### src/rtl/ripple_counter_n.sv
// Synchronous emulation of a TTL-style presettable up/down counter whose count
// clock is an ordinary input. The count clock is sampled and edge-detected on CLK_DRV.
module ripple_counter_n #(
    parameter int WIDTH   = 4,
    parameter int MODULUS = 0,
    parameter bit FALLING = 1
) (
    input  logic             CLK_DRV,
    input  logic             RST,
    input  logic             CNT_CLK,
    input  logic             CLR_N,
    input  logic             LOAD_N,
    input  logic [WIDTH-1:0] D,
    input  logic             EN,
    input  logic             DIR,
    output logic [WIDTH-1:0] Q,
    output logic [WIDTH-1:0] Q_N,
    output logic             TC,
    output logic             CARRY
);

    localparam int TOP_INT = (MODULUS == 0) ? ((1 << WIDTH) - 1) : (MODULUS - 1);
    localparam logic [WIDTH-1:0] TOP  = TOP_INT[WIDTH-1:0];
    localparam logic [WIDTH-1:0] ZERO = '0;
    localparam logic [WIDTH-1:0] ONE  = WIDTH'(1);

    logic [WIDTH-1:0] cnt_reg;
    logic [WIDTH-1:0] cnt_next;
    logic             edge_q_reg;
    logic             edge_q_next;
    logic             carry_reg;
    logic             carry_next;
    logic             edg;
    logic             wrap;
    logic [WIDTH-1:0] step_val;
    logic             force_zero;

    assign force_zero = RST || !CLR_N;

    always_comb begin
        if (FALLING) begin
            edg = edge_q_reg && !CNT_CLK;
        end else begin
            edg = !edge_q_reg && CNT_CLK;
        end
    end

    // A value above TOP (only reachable by loading) walks on without wrapping
    // until it rolls through the natural 2^WIDTH boundary.
    always_comb begin
        if (DIR) begin
            wrap     = (cnt_reg == TOP);
            step_val = wrap ? ZERO : (cnt_reg + ONE);
        end else begin
            wrap     = (cnt_reg == ZERO);
            step_val = wrap ? TOP : (cnt_reg - ONE);
        end
    end

    always_comb begin
        cnt_next    = cnt_reg;
        edge_q_next = CNT_CLK;
        carry_next  = 1'b0;
        if (force_zero) begin
            cnt_next    = ZERO;
            edge_q_next = 1'b0;
        end else if (!LOAD_N) begin
            cnt_next    = D;
            edge_q_next = 1'b0;
        end else if (edg && EN) begin
            cnt_next   = step_val;
            carry_next = wrap;
        end
    end

    always_ff @(posedge CLK_DRV) begin
        if (RST) begin
            cnt_reg    <= ZERO;
            edge_q_reg <= 1'b0;
            carry_reg  <= 1'b0;
        end else begin
            cnt_reg    <= cnt_next;
            edge_q_reg <= edge_q_next;
            carry_reg  <= carry_next;
        end
    end

    // Clear and load bypass the register so they act with zero latency.
    always_comb begin
        if (force_zero) begin
            Q = ZERO;
        end else if (!LOAD_N) begin
            Q = D;
        end else begin
            Q = cnt_reg;
        end
    end

    genvar gi;
    generate
        for (gi = 0; gi < WIDTH; gi++) begin : g_qn
            assign Q_N[gi] = ~Q[gi];
        end
    endgenerate

    assign TC    = (DIR && (Q == TOP)) || (!DIR && (Q == ZERO));
    assign CARRY = carry_reg && !RST;

endmodule

### config.mk
export PLATFORM = sky130hd
export DESIGN_NAME = ripple_counter_n
export DESIGN_NICKNAME = d
export VERILOG_FILES = /design/src/rtl/ripple_counter_n.sv
export SDC_FILE = /design/constraint.sdc
export NUM_CORES = 1
export LEC_CHECK = 0
export ABC_CLOCK_PERIOD_IN_PS = 2240
export CORE_AREA = 2 2 39 41
export DETAILED_ROUTE_END_ITERATION = 8
export DIE_AREA = 0 0 41 43
export PLACE_DENSITY = 0.74
export SLEW_MARGIN = 25
export SYNTH_ARGS = -nofsm -noshare
export SYNTH_HDL_FRONTEND = slang
export SYNTH_SLANG_ARGS = --single-unit
### constraint.sdc
create_clock -name CLK_DRV -period 2.24 [get_ports CLK_DRV]
set_clock_uncertainty 0.15 [all_clocks]
set_input_delay 0.224 -clock CLK_DRV [delete_from_list [all_inputs] [get_ports CLK_DRV]]
set_output_delay 0.224 -clock CLK_DRV [all_outputs]
set_load 0.03 [all_outputs]
==> out/results.ini, run 1 <==
[setup_path]
worstSetupStartpointType=input pin
path_class=in2out
arrival_ps=1790
cp_max_fo=6
end_kind=output pin
worstPathRequired_ps=1870

[clock_network]
numCtsBuffers=3
ctsLongestPathBuffers=2
cts_tree=yes
insertion_delay_ps=240
cts_hold_buf=0
root_buffer=clkbuf_4
clock-sinks=6
htreeDepth=1
cts_setup_buffers=0
clk_pin_slew_ps=40

[drt]
viasPerCell=5.16
vias=598
drtIter0Drc=3
drc=0
drt_pre_antenna_iters=4
wl_per_cell_um=12.4
drtAntennaViolNets=0
routed_wirelength_mm=1.44

[synth]
async_reset_ff_frac=0
syn_inst=70
synth_edf_count=0
synth-seq-area-share=0.229
synth.yosys.warnings=0
synth_nets=83
ys_seq_elements=6
synth_area_per_cell_sq_um=7.49
yosysTopAreaCell=dfxtp_1
synth_top_area_frac=0.229
synth_area_leaders=dfxtp_1, mux2_2, inv_1, nor2_1, ha_1
yosys_most_used_dff=dfxtp_1
synth.top_cells.by_count=inv_1, nor2_1, dfxtp_1
synthesis.area_sq_um=524
yosysUniqueCellTypes=37

[power]
p_total_mw=0.317
cellPowerDensity_nw_per_um2=389
seqPwrFrac=0.366
p_comb_frac=0.318
p_sw_frac=0.292
p_int_mw=0.224
p_leak_nw=0.384
switchingPower_mw=0.0926
ir_drop_uv=160
power_frac_clock=0.316

[floorplan]
start_util=0.379
die_h_um=43
dieArea_sq_um=1760
io_pins=21
rows=14
die_x_um=41
coreArea_sq_um=1380

[global_routing]
grt_pass1_vias=552
grt_overflow=0
grt_start_max_net_pins=11
track_usage=0.187
grt_pass1_wl_mm=2.21
antenna_found_initial=0

[layout]
area_growth_pct=55.4
diodes=0
nFillCells=150
nets=115
final_cells=116
drive_above_1_share=0.320
final_util=0.589
largest_reg_flops=4
fin_area_sq_um=815

[timing]
slew-limit-headroom=0.790
fin_crit_ps=2170
hold_viol=0
timing.final.ws_setup_ps=72.9
tightest_slew_ps=314
fmax_ghz=0.461
finalCritPeriodShare=0.967
setup_violations=0
hold_ws_ps=307
finalSetupTns_ps=0
finalMaxSlewViolations=0

[place]
place_inst=113
place_area_sq_um=783
routabilityCongestion=0.782
pre_cts_slack_ps=-79.2
portBuffers=20
place_hpwl_mm=1.11

[run]
cap_violations=0

[hold_path]
worst_hold_path_type=in2reg

[run_status]
outcome=complete, no violations

==> power groups by stage <==
| stage | registers [mW] | clock network [mW] | logic, mW |
|---|---|---|---|
| 6_report | 0.116 | 0.100 | 0.101 |
| 5_1_grt | 0.117 | 0.108 | 0.109 |
| 4_1_cts | 0.116 | 0.100 | 0.100 |
| 3_5_place_dp | 0.118 | 0 | 0.0999 |
| 3_3_place_gp | 0.117 | 0 | 0.0978 |
| 2_1_floorplan | 0.115 | 0 | 0.0557 |
==> layer usage <==
metal  routed length [um]  up-vias  global-route usage
met2                  692       24               0.297
met5                    0        -                   0
met4                   24        0               0.113
met3                   88        4              0.0524
met1                  630      262               0.205
li1                     -      308                   -
==> worst max-delay path, stage by stage <==
cell,delay (ps)
clkdlybuf4s50_1,490
and2b_4,210
nand2_2,80
or4_1,520
o21ai_1,90
buf_4,170
==> cell usage in the layout, fill, tap and decap left out, drive strengths merged, types with 2 or more instances in the layout <==
| master | instances |
|---|---|
| a21o | 2 |
| a21oi | 4 |
| buf | 17 |
| clkbuf | 3 |
| clkdlybuf4s50 | 12 |
| dfxtp | 6 |
| ha | 2 |
| inv | 7 |
| mux2 | 3 |
| nand2 | 7 |
| nand2b | 2 |
| nand3 | 2 |
| nor2 | 7 |
| o21ai | 3 |
| or3 | 2 |
==> layout make-up <==
cell class | instances | area [sq um] | area share
multi-input combinational | 53 | 354 | 0.435
sequential | 6 | 123 | 0.151
tap | 16 | 20.0 | 0.0246
clock buffer | 3 | 22.5 | 0.0276
timing repair buffer | 31 | 269 | 0.330
inverter | 7 | 26.3 | 0.0323
==> repair_timing <==
| action | CTS | global route |
|---|---|---|
| cloned | 0 | 0 |
| setup endpoints to repair | 4 | 2 |
| resized for setup | 2 | 5 |
| pin swaps | 0 | 0 |
==> final timing paths <==
path,start,to,slack [ps],cells past startpoint
hold reg to reg,edge_q_reg$_SDFF_PP0_,carry_reg$_SDFF_PP0_,460,4
setup / recovery,CLR_N,TC,70,6
setup reg to reg,cnt_reg[0]$_SDFFE_PP0P_,cnt_reg[0]$_SDFFE_PP0P_,590,6
hold / removal,RST,cnt_reg[1]$_SDFFE_PP0P_,310,4
==> kinds of logic (layout without fill, tap and decap cells) <==
kind of cell,Yosys count,after routing,share of synthesized area
mux,4,4,0.0835
fa+ha+maj,2,2,0.0477
buf+inv,11,41,0.105
xor+xnor,1,1,0.0167
flops,6,6,0.229
compound gates,18,18,0.229
simple gates,28,28,0.289
Note: power is estimated with default switching activity, not from simulation.
==> run 2: changes to the inputs <==
--- a/config.mk
+++ b/config.mk
@@ -9,6 +9,7 @@
 export CORE_AREA = 2 2 39 41
 export DETAILED_ROUTE_END_ITERATION = 8
 export DIE_AREA = 0 0 41 43
+export MAX_ROUTING_LAYER = met4
 export PLACE_DENSITY = 0.74
 export SLEW_MARGIN = 25
 export SYNTH_ARGS = -nofsm -noshare
==> out/results.ini, run 2 (synthesized netlist as in run 1, its figures left out) <==
[setup_path]
worstPathRequired_ps=1870
end_kind=output pin
crit_path_cell_trace=clkdlybuf4s50_1, and2b_4, nand2_2, or4_1, o21ai_1, buf_4
worstSetupStartpointType=input pin
slowest_stage=or4_1
cp_max_fo=6
arrival_ps=1790
path_class=in2out
slowest_delay_ps=520

[drt]
drtIter0Drc=3
routed_wirelength_mm=1.44
viasPerCell=5.12
drt_pre_antenna_iters=4
drc=0
drtAntennaViolNets=0
vias=594
wl_per_cell_um=12.4

[floorplan]
start_util=0.379
io_pins=21
coreArea_sq_um=1380
die_h_um=43
dieArea_sq_um=1760
rows=14
die_x_um=41

[layout]
nets=115
nFillCells=150
largest_reg_flops=4
final_util=0.589
multiInputGateArea_sq_um=354
area_growth_pct=55.4
seqCellArea_sq_um=123
final_common_cell=buf_4
drive_above_1_share=0.320
final_cell_mix=buf_4, clkdlybuf4s50_1, inv_1, nor2_1
diodes=0
fin_area_sq_um=815

[place]
routabilityCongestion=0.793
place_hpwl_mm=1.11
pre_cts_slack_ps=-79.2
place_area_sq_um=783
portBuffers=20

[clock_network]
numCtsBuffers=3
clock-sinks=6
cts_setup_buffers=0
htreeDepth=1
ctsLongestPathBuffers=2
clk_pin_slew_ps=40
insertion_delay_ps=240
root_buffer=clkbuf_4
cts_hold_buf=0
cts_tree=yes

[timing]
fmax_ghz=0.461
hold_viol=0
setup_violations=0
slew-limit-headroom=0.790
timing.final.ws_setup_ps=72.9
tightest_slew_ps=314
finalMaxSlewViolations=0
finalCritPeriodShare=0.967
hold_ws_ps=316
fin_crit_ps=2170

[global_routing]
grt_overflow=0
grt_start_max_net_pins=11
antenna_found_initial=0
track_usage=0.188
grt_pass1_wl_mm=2.20
grt_pass1_vias=550

[run]
cap_violations=0

[power]
cellPowerDensity_nw_per_um2=386
ir_drop_uv=160
p_leak_nw=0.384

[run_status]
outcome=complete, no violations

[hold_path]
worst_hold_path_type=in2reg

run 2: cell type report:
class	count	area share
Inverter	7	0.0323
Sequential cell	6	0.151
Timing Repair Buffer	31	0.330
Clock buffer	3	0.0276
Tap cell	16	0.0246
Multi-Input combinational cell	53	0.435
run 2: critical path: cells and delay by family:
family	cells	cell delay (ps)
buffers and inverters	2	660
AND/OR/NAND/NOR	3	810
AO/OA/AOI/OAI	1	90
run 2: repair_timing:
action | 4_1_cts | 5_1_grt
setup endpoints to repair | 4 | 2
resized for setup | 2 | 5
endpoints found under the hold margin | 0 | 0
run 2: final timing paths:
kind | from | to | slack (ps) | depth (start not counted)
worst min register to register | edge_q_reg$_SDFF_PP0_ | carry_reg$_SDFF_PP0_ | 460 | 4
worst max register to register | cnt_reg[0]$_SDFFE_PP0P_ | cnt_reg[0]$_SDFFE_PP0P_ | 590 | 6
worst max-delay path | CLR_N | TC | 70 | 6
worst min-delay path | RST | cnt_reg[1]$_SDFFE_PP0P_ | 320 | 4
run 2: layer usage:
layer / global-route usage / up-vias / share of wire
li1: - / 308 / -
met1: 0.205 / 262 / 0.44
met2: 0.297 / 22 / 0.49
met3: 0.0366 / 2 / 0.057
met4: 0.113 / 0 / 0.0097
met5: - / - / 0
run 2: power by group:
group	switching, mW	internal [mW]	leakage (nW)	total (mW)
clock	0.0372	0.0605	0.0138	0.0977
sequential	0.00528	0.111	0.0497	0.116
combinational	0.0480	0.0528	0.320	0.101
run 2: stage by stage:
stage / TNS [ps] / power (mW) / instances
5_1_grt: -0.00733 / 0.332 / 116
2_1_floorplan: 0 / 0.171 / 70
4_1_cts: 0 / 0.316 / 116
3_3_place_gp: -138 / 0.215 / 113
3_5_place_dp: -224 / 0.217 / 113
6_report: 0 / 0.315 / 116
